## config.mk

```make
export PLATFORM = sky130hd
export DESIGN_NAME = fifo_write_arbiter
export DESIGN_NICKNAME = d
export VERILOG_FILES = /design/src/rtl/fifo_write_arbiter.sv
export SDC_FILE = /design/constraint.sdc
export NUM_CORES = 1
export LEC_CHECK = 0
export CORE_ASPECT_RATIO = 0.5
export CORE_MARGIN = 2
export CORE_UTILIZATION = 39
export DETAILED_ROUTE_END_ITERATION = 6
export PLACE_DENSITY_LB_ADDON = 0.3
export SYNTH_ARGS = -nofsm -noshare
export SYNTH_HDL_FRONTEND = slang
export SYNTH_SLANG_ARGS = --single-unit
```

## constraint.sdc

```tcl
create_clock -name clk_write_i -period 2.6 [get_ports clk_write_i]
set_input_delay 0.65 -clock clk_write_i [delete_from_list [all_inputs] [get_ports clk_write_i]]
set_output_delay 0.65 -clock clk_write_i [all_outputs]
set_load 0.05 [all_outputs]
```

## src/rtl/fifo_write_arbiter.sv

```systemverilog
// fifo_write_arbiter: round-robin burst arbiter sharing the async FIFO write port, throttled by full_i
module fifo_write_arbiter #(
    parameter int NUM_REQ   = 4,
    parameter int DATA_W    = 32,
    parameter int MAX_BURST = 8,
    parameter int CNT_W     = 16
) (
    input  logic                      clk_write_i,
    input  logic                      reset_i,
    input  logic [NUM_REQ-1:0]        req_valid_i,
    input  logic [NUM_REQ*DATA_W-1:0] req_data_i,
    output logic [NUM_REQ-1:0]        req_ack_o,
    output logic [NUM_REQ-1:0]        grant_o,
    input  logic                      full_i,
    output logic                      wr_req_o,
    output logic [DATA_W-1:0]         wr_data_o,
    output logic                      busy_o,
    output logic [31:0]               words_o,
    output logic [CNT_W-1:0]          stall_cnt_o
);
    localparam int PW = $clog2(NUM_REQ);
    localparam int BW = $clog2(MAX_BURST + 1);
    typedef enum logic {IDLE, BURST} state_t;
    state_t        state;
    logic [PW-1:0] ptr, win, idx;
    logic [BW-1:0] burst_cnt;
    logic          own_valid, ack, last;
    // Scan from farthest to nearest so the requester right after ptr wins; ptr itself is checked last
    always_comb begin
        win = ptr;
        idx = '0;
        for (int k = NUM_REQ; k >= 1; k--) begin
            idx = PW'((int'(ptr) + k) % NUM_REQ);
            if (req_valid_i[idx]) win = idx;
        end
    end
    assign busy_o    = state == BURST;
    assign own_valid = req_valid_i[ptr];
    assign ack       = busy_o & own_valid & ~full_i;
    assign last      = (ack && burst_cnt == BW'(MAX_BURST - 1)) || !own_valid;
    assign req_ack_o = NUM_REQ'(ack) << ptr;
    assign wr_req_o  = ack;
    assign wr_data_o = ack ? req_data_i[ptr*DATA_W +: DATA_W] : '0;
    always_ff @(posedge clk_write_i or negedge reset_i) begin
        if (!reset_i) begin
            state       <= IDLE;
            ptr         <= PW'(NUM_REQ - 1);
            grant_o     <= '0;
            burst_cnt   <= '0;
            words_o     <= '0;
            stall_cnt_o <= '0;
        end else if (state == IDLE) begin
            if (|req_valid_i) begin
                state     <= BURST;
                ptr       <= win;
                grant_o   <= NUM_REQ'(1) << win;
                burst_cnt <= '0;
            end
        end else begin
            if (ack) words_o <= words_o + 32'd1;
            if (full_i && own_valid && stall_cnt_o != '1) stall_cnt_o <= stall_cnt_o + 1'b1;
            if (last) begin
                burst_cnt <= '0;
                if (|req_valid_i) begin
                    ptr     <= win;
                    grant_o <= NUM_REQ'(1) << win;
                end else begin
                    state   <= IDLE;
                    grant_o <= '0;
                end
            end else if (ack) begin
                burst_cnt <= burst_cnt + 1'b1;
            end
        end
    end
endmodule

```

=== After elaboration in Yosys (flattened, before gate mapping) ===
Cells that the tools add are included.

* Add/sub/neg operators: 7
* Magnitude comparators: 5
* Equality and inequality tests: 4
* Shifts and indexed selects: 3
* Multiplexer cells: 29
* Bitwise logic cells: 3
* Reduce and logical (&&, ||, !) cells: 11

{| class="wikitable"
|+ Operator list
! kind !! count
|-
| $shiftx 128x8->32 || 1
|-
| $add 32x1->32 const B || 1
|-
| $mux 32 || 1
|-
| $mux 4 || 8
|-
| $add 16x1->16 const B || 1
|-
| $ne 16x16->1 const B || 1
|-
| $lt 2x3->1 const B || 5
|-
| $mux 2 || 7
|-
| $bmux 1 s2 || 5
|-
| $mux 1 || 8
|-
| $reduce_and 2->1 || 4
|-
| $add 2x1->2 const B || 2
|-
| $add 2x2->2 const B || 2
|-
| $add 4x1->4 const B || 1
|-
| $eq 4x3->1 const B || 1
|-
| $reduce_or 4->1 || 1
|-
| $shl 1x2->4 || 1
|-
| $shl 1x2->4 const A || 1
|-
| $logic_and 1x1->1 || 3
|-
| $ne 3x1->1 const B || 1
|-
| $and 1x1->1 || 2
|-
| $ne 2x1->1 const B || 1
|-
| $reduce_bool 2->1 || 1
|-
| $logic_not 1->1 || 1
|-
| other kinds (2) || 2
|}

* Register bits after elaboration: 59
* Output and inout port bits: 90

=== Longest topological paths before layout ===
* Depth after elaboration: 11
* Gate-level depth with buffers: 7
* Mapped depth without buffers: 6

=== Worst setup path before layout ===
OpenSTA, ideal clock, no wires.

* Kind: reg-to-output
* Start: register state (netlist: busy_o)
* End: output req_ack_o[1]
* Data arrival time: 2680 ps
* Setup slack: -730 ps
* Cell stages (with the launch flop): 6
* Cells stage by stage: dfrtp_1 > nor2b_1 > clkbuf_1 > clkbuf_1 > nand2_1 > nor3_1

* Longest elaborated chain between the ends: 3

{| class="wikitable"
|+ RTL lines
! item !! line !! text
|-
| start: declaration || 24 || <nowiki>state_t state;</nowiki>
|-
| start signal: assignment || 46 || <nowiki>state <= IDLE;</nowiki>
|-
| start signal: assignment || 54 || <nowiki>state <= BURST;</nowiki>
|-
| start signal: assignment || 68 || <nowiki>state <= IDLE;</nowiki>
|-
| $and 1x1->1 (2 in a row) || 39 || <nowiki>assign ack = busy_o & own_valid & ~full_i;</nowiki>
|-
| $shl 1x2->4 || 41 || <nowiki>assign req_ack_o = NUM_REQ'(ack) << ptr;</nowiki>
|-
| end: declaration || 12 || <nowiki>output logic [NUM_REQ-1:0] req_ack_o,</nowiki>
|}

No other way between the ends.

=== Worst setup path in the final report ===
* Start: input req_valid_i[0]
* End: output wr_data_o[24]

* Longest elaborated chain between the ends: 5

{| class="wikitable"
|+ RTL lines
! item !! line !! text
|-
| start: declaration || 10 || <nowiki>input logic [NUM_REQ-1:0] req_valid_i,</nowiki>
|-
| $bmux 1 s2 || 38 || <nowiki>assign own_valid = req_valid_i[ptr];</nowiki>
|-
| $mux 1 (not written as such) || 38 ||
|-
| $and 1x1->1 (2 in a row) || 39 ||
|-
| $mux 32 || 43 || <nowiki>assign wr_data_o = ack ? req_data_i[ptr*DATA_W +: DATA_W] : '0;</nowiki>
|-
| end: declaration || 16 || <nowiki>output logic [DATA_W-1:0] wr_data_o,</nowiki>
|}

No other way between the ends. The select of a mux whose other input is x is not followed.

==> run summary <==
Number of pins with negative max-slew slack in the final report: 0. The routed layout has 4202 vias. The first global-routing pass estimated 23600 um of wire. The filler cells instantiated in the layout total 572. The run gives 0.00536 ns as the setup skew after layout. The share of the clock period used by the worst path came out at 1.04.

The hold buffer count at cts came out at 0. The run finished, with violations left. The logs give 3 for the H-tree depth and 11100 um^2 for the overall die area. Across all register-to-register paths, the minimum setup slack is 0.15 ns.

After detailed routing, the number of remaining DRC violations is 0. Of all nets on the critical path, the largest fanout is 8. The root buffer cell was sky130_fd_sc_hd__clkbuf_16.

Across the VDD grid, the largest voltage drop is 679 uV. Compared with the post-synthesis result, the final layout area differs by 93.4%. Setup repair after global routing could not meet its margin everywhere. The floorplan step set the die height to 75.4 um.

The per-instance average area after synthesis is 11.1 um^2, and the total design power is 7020 uW. On the final layout, the worst hold slack is 0.324 ns. For the pin with the worst max-slew slack, the measured transition is 0.532 ns. Entering global routing, the biggest net connects 60 pins.

The worst endpoint data arrival time was 2.06 ns; the worst-case setup margin in the final layout was -0.106 ns. The routed design has 15400 um of wire. In this run the critical register-to-register path is launched from ptr[0]. The delay of the slowest cell on the worst path came out at 0.52 ns. The path category of the worst min-delay check was in2async.

The routed wirelength normalized by instance count was 20.3 um. Among all flip-flop cells after synthesis, the most frequent one is sky130_fd_sc_hd__dfrtp_1. The worst slack after detailed placement was -0.243 ns. Number of optimization iterations in the first detailed-route pass: 5. The tools report the starting density of the core as 0.411. The detailed router's first-iteration violation count came out at 205. The signal on the critical path passes through clkdlybuf4s15_1, mux4_2, buf_6, buf_16, and3_4, buf_12. The final reports fail on setup timing. The max-capacitance violation count is 0. The slowest cell on the critical path was sky130_fd_sc_hd__mux4_2. Among cell families on the critical path, the largest total delay comes from buffers and inverters.

Together, buffers and inverters on the worst path number 4. After clock tree synthesis, the clock-pin slew on the worst setup and hold paths is 0.05 ns. The longest clock path from root to sink contains 2 buffers. The minimum clock period after layout is 2.71 ns. The count of buffers added on input and output ports is 224. The share of synthesized flip-flops with an asynchronous set or reset was 1.00; the global-route total usage across every layer was 0.279. The count of flip-flops with a built-in enable after synthesis is 0, and the number of setup violations in the final report is 33. In this run, CTS created clock tree buffers numbering 9. In this run the static leakage power is 0.00319 uW. Number of antenna violations at the first check in global routing: 0. The logs give 0.370 GHz for the maximum clock frequency and 3970 um^2 for the mapped cell area. In this run, synthesis produced a sequential element count of 59. The floorplan die width came out at 147 um. The beginning of the critical path is req_valid_i[0]. The detail route stage leaves a number of antenna-violating nets equal to 0. Ratio of cells with drive above 1 in the final layout: 0.305. The layout net count is 756, and the unique cell type count in the Yosys netlist is 50. STA classifies the critical path startpoint as a primary input. The critical path in this run is classified as in2out. The sequential element share of the synthesized area is 0.372, and the antenna diode count is 0. The sink count of the clock tree is 59, and the power per standard cell area is 915 nW/um^2.

During I/O placement, the number of pins put on the boundary was 225. Counting every instance in the synthesized netlist gives 357. The tools report the clock latency at the later pin of the worst-skew pair as 0.32 ns. Kind of end point of the critical path: an output port. The final RePlAce weighted congestion was 0.881.

The total nets after synthesis is 495. At the worst endpoint, the required time is 1.95 ns. The HPWL after detailed placement is 11300 um. The number of endpoints with negative hold slack in the final report was 0; the average vias per placed instance was 5.55. TritonCTS built the clock tree. For the number of cell rows, the log shows 25. The total overflow reported by the global router came out at 0. The logs give 4446 for the via count of the first global-routing pass and 9670 um^2 for the placeable core region. The logs give -2.69 ns for the final total negative setup slack and 0.644 for the worst slew margin relative to its limit.

The Yosys step of the flow raised 0 warnings.
-- cell usage in the layout, fill, tap and decap left out, drive strengths merged, types with 14 or more instances in the layout --
cell,count
clkdlybuf4s50,182
buf,83
dfrtp,57
and3,40
mux4,33
nand2,28
xor2,26
nand3,23
nor3,21
xnor2,19
nand4,14
-- stage by stage --
step,cells,util,area (um^2)
after floorplan,357,-,4000
after global placement,726,0.719,6950
after detailed placement,726,0.719,6950
after CTS,754,0.790,7630
after global routing,757,0.794,7680
final,757,0.794,7680
-- synth_stat cells (2+ instances only) --
library cell,number,area [um^2]
sky130_fd_sc_hd__dfrtp_1,57,1430
sky130_fd_sc_hd__and3_1,40,250
sky130_fd_sc_hd__mux4_2,33,743
sky130_fd_sc_hd__nand2_1,26,97.6
sky130_fd_sc_hd__xor2_1,26,228
sky130_fd_sc_hd__nand3_1,23,115
sky130_fd_sc_hd__xnor2_1,19,166
sky130_fd_sc_hd__nor3_1,17,85.1
sky130_fd_sc_hd__nand4_1,13,81.3
sky130_fd_sc_hd__clkbuf_1,10,37.5
sky130_fd_sc_hd__nor2_1,9,33.8
sky130_fd_sc_hd__buf_2,7,35.0
sky130_fd_sc_hd__inv_1,7,26.3
sky130_fd_sc_hd__nor4_1,6,37.5
sky130_fd_sc_hd__a21oi_1,4,20.0
sky130_fd_sc_hd__and2_1,4,25.0
sky130_fd_sc_hd__mux2_2,4,45.0
sky130_fd_sc_hd__nor3_2,4,40.0
sky130_fd_sc_hd__o21ai_1,4,20.0
sky130_fd_sc_hd__a22o_1,3,26.3
sky130_fd_sc_hd__and4_1,3,26.3
sky130_fd_sc_hd__ha_1,3,37.5
sky130_fd_sc_hd__nor4_2,3,37.5
sky130_fd_sc_hd__dfstp_2,2,52.6
sky130_fd_sc_hd__mux2i_1,2,20.0
sky130_fd_sc_hd__nor4_4,2,42.5
sky130_fd_sc_hd__or3_1,2,12.5
sky130_fd_sc_hd__or4_1,2,15.0
-- registers in the layout, summed over array words and instances, names as in the netlist --
register	flops
stall_cnt_o	16
busy_o	1
burst_cnt	4
words_o	32
ptr	2
grant_o	4
-- worst register-to-register path, delay by kind of cell, from the launching register on --
family | cells | cell delay [ns]
flops | 1 | 0.58
simple gates | 3 | 0.80
compound gates | 1 | 0.13
buf+inv | 5 | 0.68
mux | 1 | 0.18
-- final timing paths --
check | to | depth (start not counted)
max | wr_data_o[24] | 6
min | grant_o[2] | 2
max reg2reg | burst_cnt[3] | 10
min reg2reg | words_o[31] | 1
max in group asynchronous | ptr[0] | 2
min in group clk_write_i | words_o[31] | 1
-- per-layer routing --
| layer | wire length [um] | global-route usage |
|---|---|---|
| met1 | 5840 | 0.318 |
| met3 | 935 | 0.0671 |
| met4 | 577 | 0.140 |
| met5 | 0 | 0 |
| met2 | 8020 | 0.515 |
-- repair_timing --
action	in CTS	in global routing
gates resized for setup	50	2
pin swaps	23	12
endpoints found under the setup margin	35	37
buffers inserted	9	2
gates cloned	5	1
-- power by group --
group | internal (uW) | switching [uW] | leakage [uW] | total (uW)
clock network | 658 | 398 | 0.000130 | 1060
registers | 1070 | 192 | 0.000773 | 1260
logic | 2420 | 2280 | 0.00229 | 4700
total | 4150 | 2870 | 0.00319 | 7020
-- final cells by class --
class | instances | area (um^2) | share of cell area
clock buffer | 10 | 239 | 0.0311
clock inverter | 5 | 30.0 | 0.00391
inverter | 8 | 35.0 | 0.00456
multi-input combinational | 270 | 2560 | 0.333
sequential | 59 | 1480 | 0.193
tap | 135 | 169 | 0.0220
timing repair buffer | 270 | 3170 | 0.412
-- kinds of logic (layout without fill, tap and decap cells) --
kind of cell | Yosys count | after routing | share of synthesized area
AND/OR/NAND/NOR | 164 | 164 | 0.251
multiplexers | 40 | 40 | 0.206
adder cells (fa/ha/maj) | 3 | 3 | 0.00945
AO/OA/AOI/OAI | 18 | 18 | 0.0299
flip-flops | 59 | 59 | 0.372
buffers and inverters | 28 | 293 | 0.0318
XOR/XNOR | 45 | 45 | 0.0992
Power figures use the tool's default switching activity.
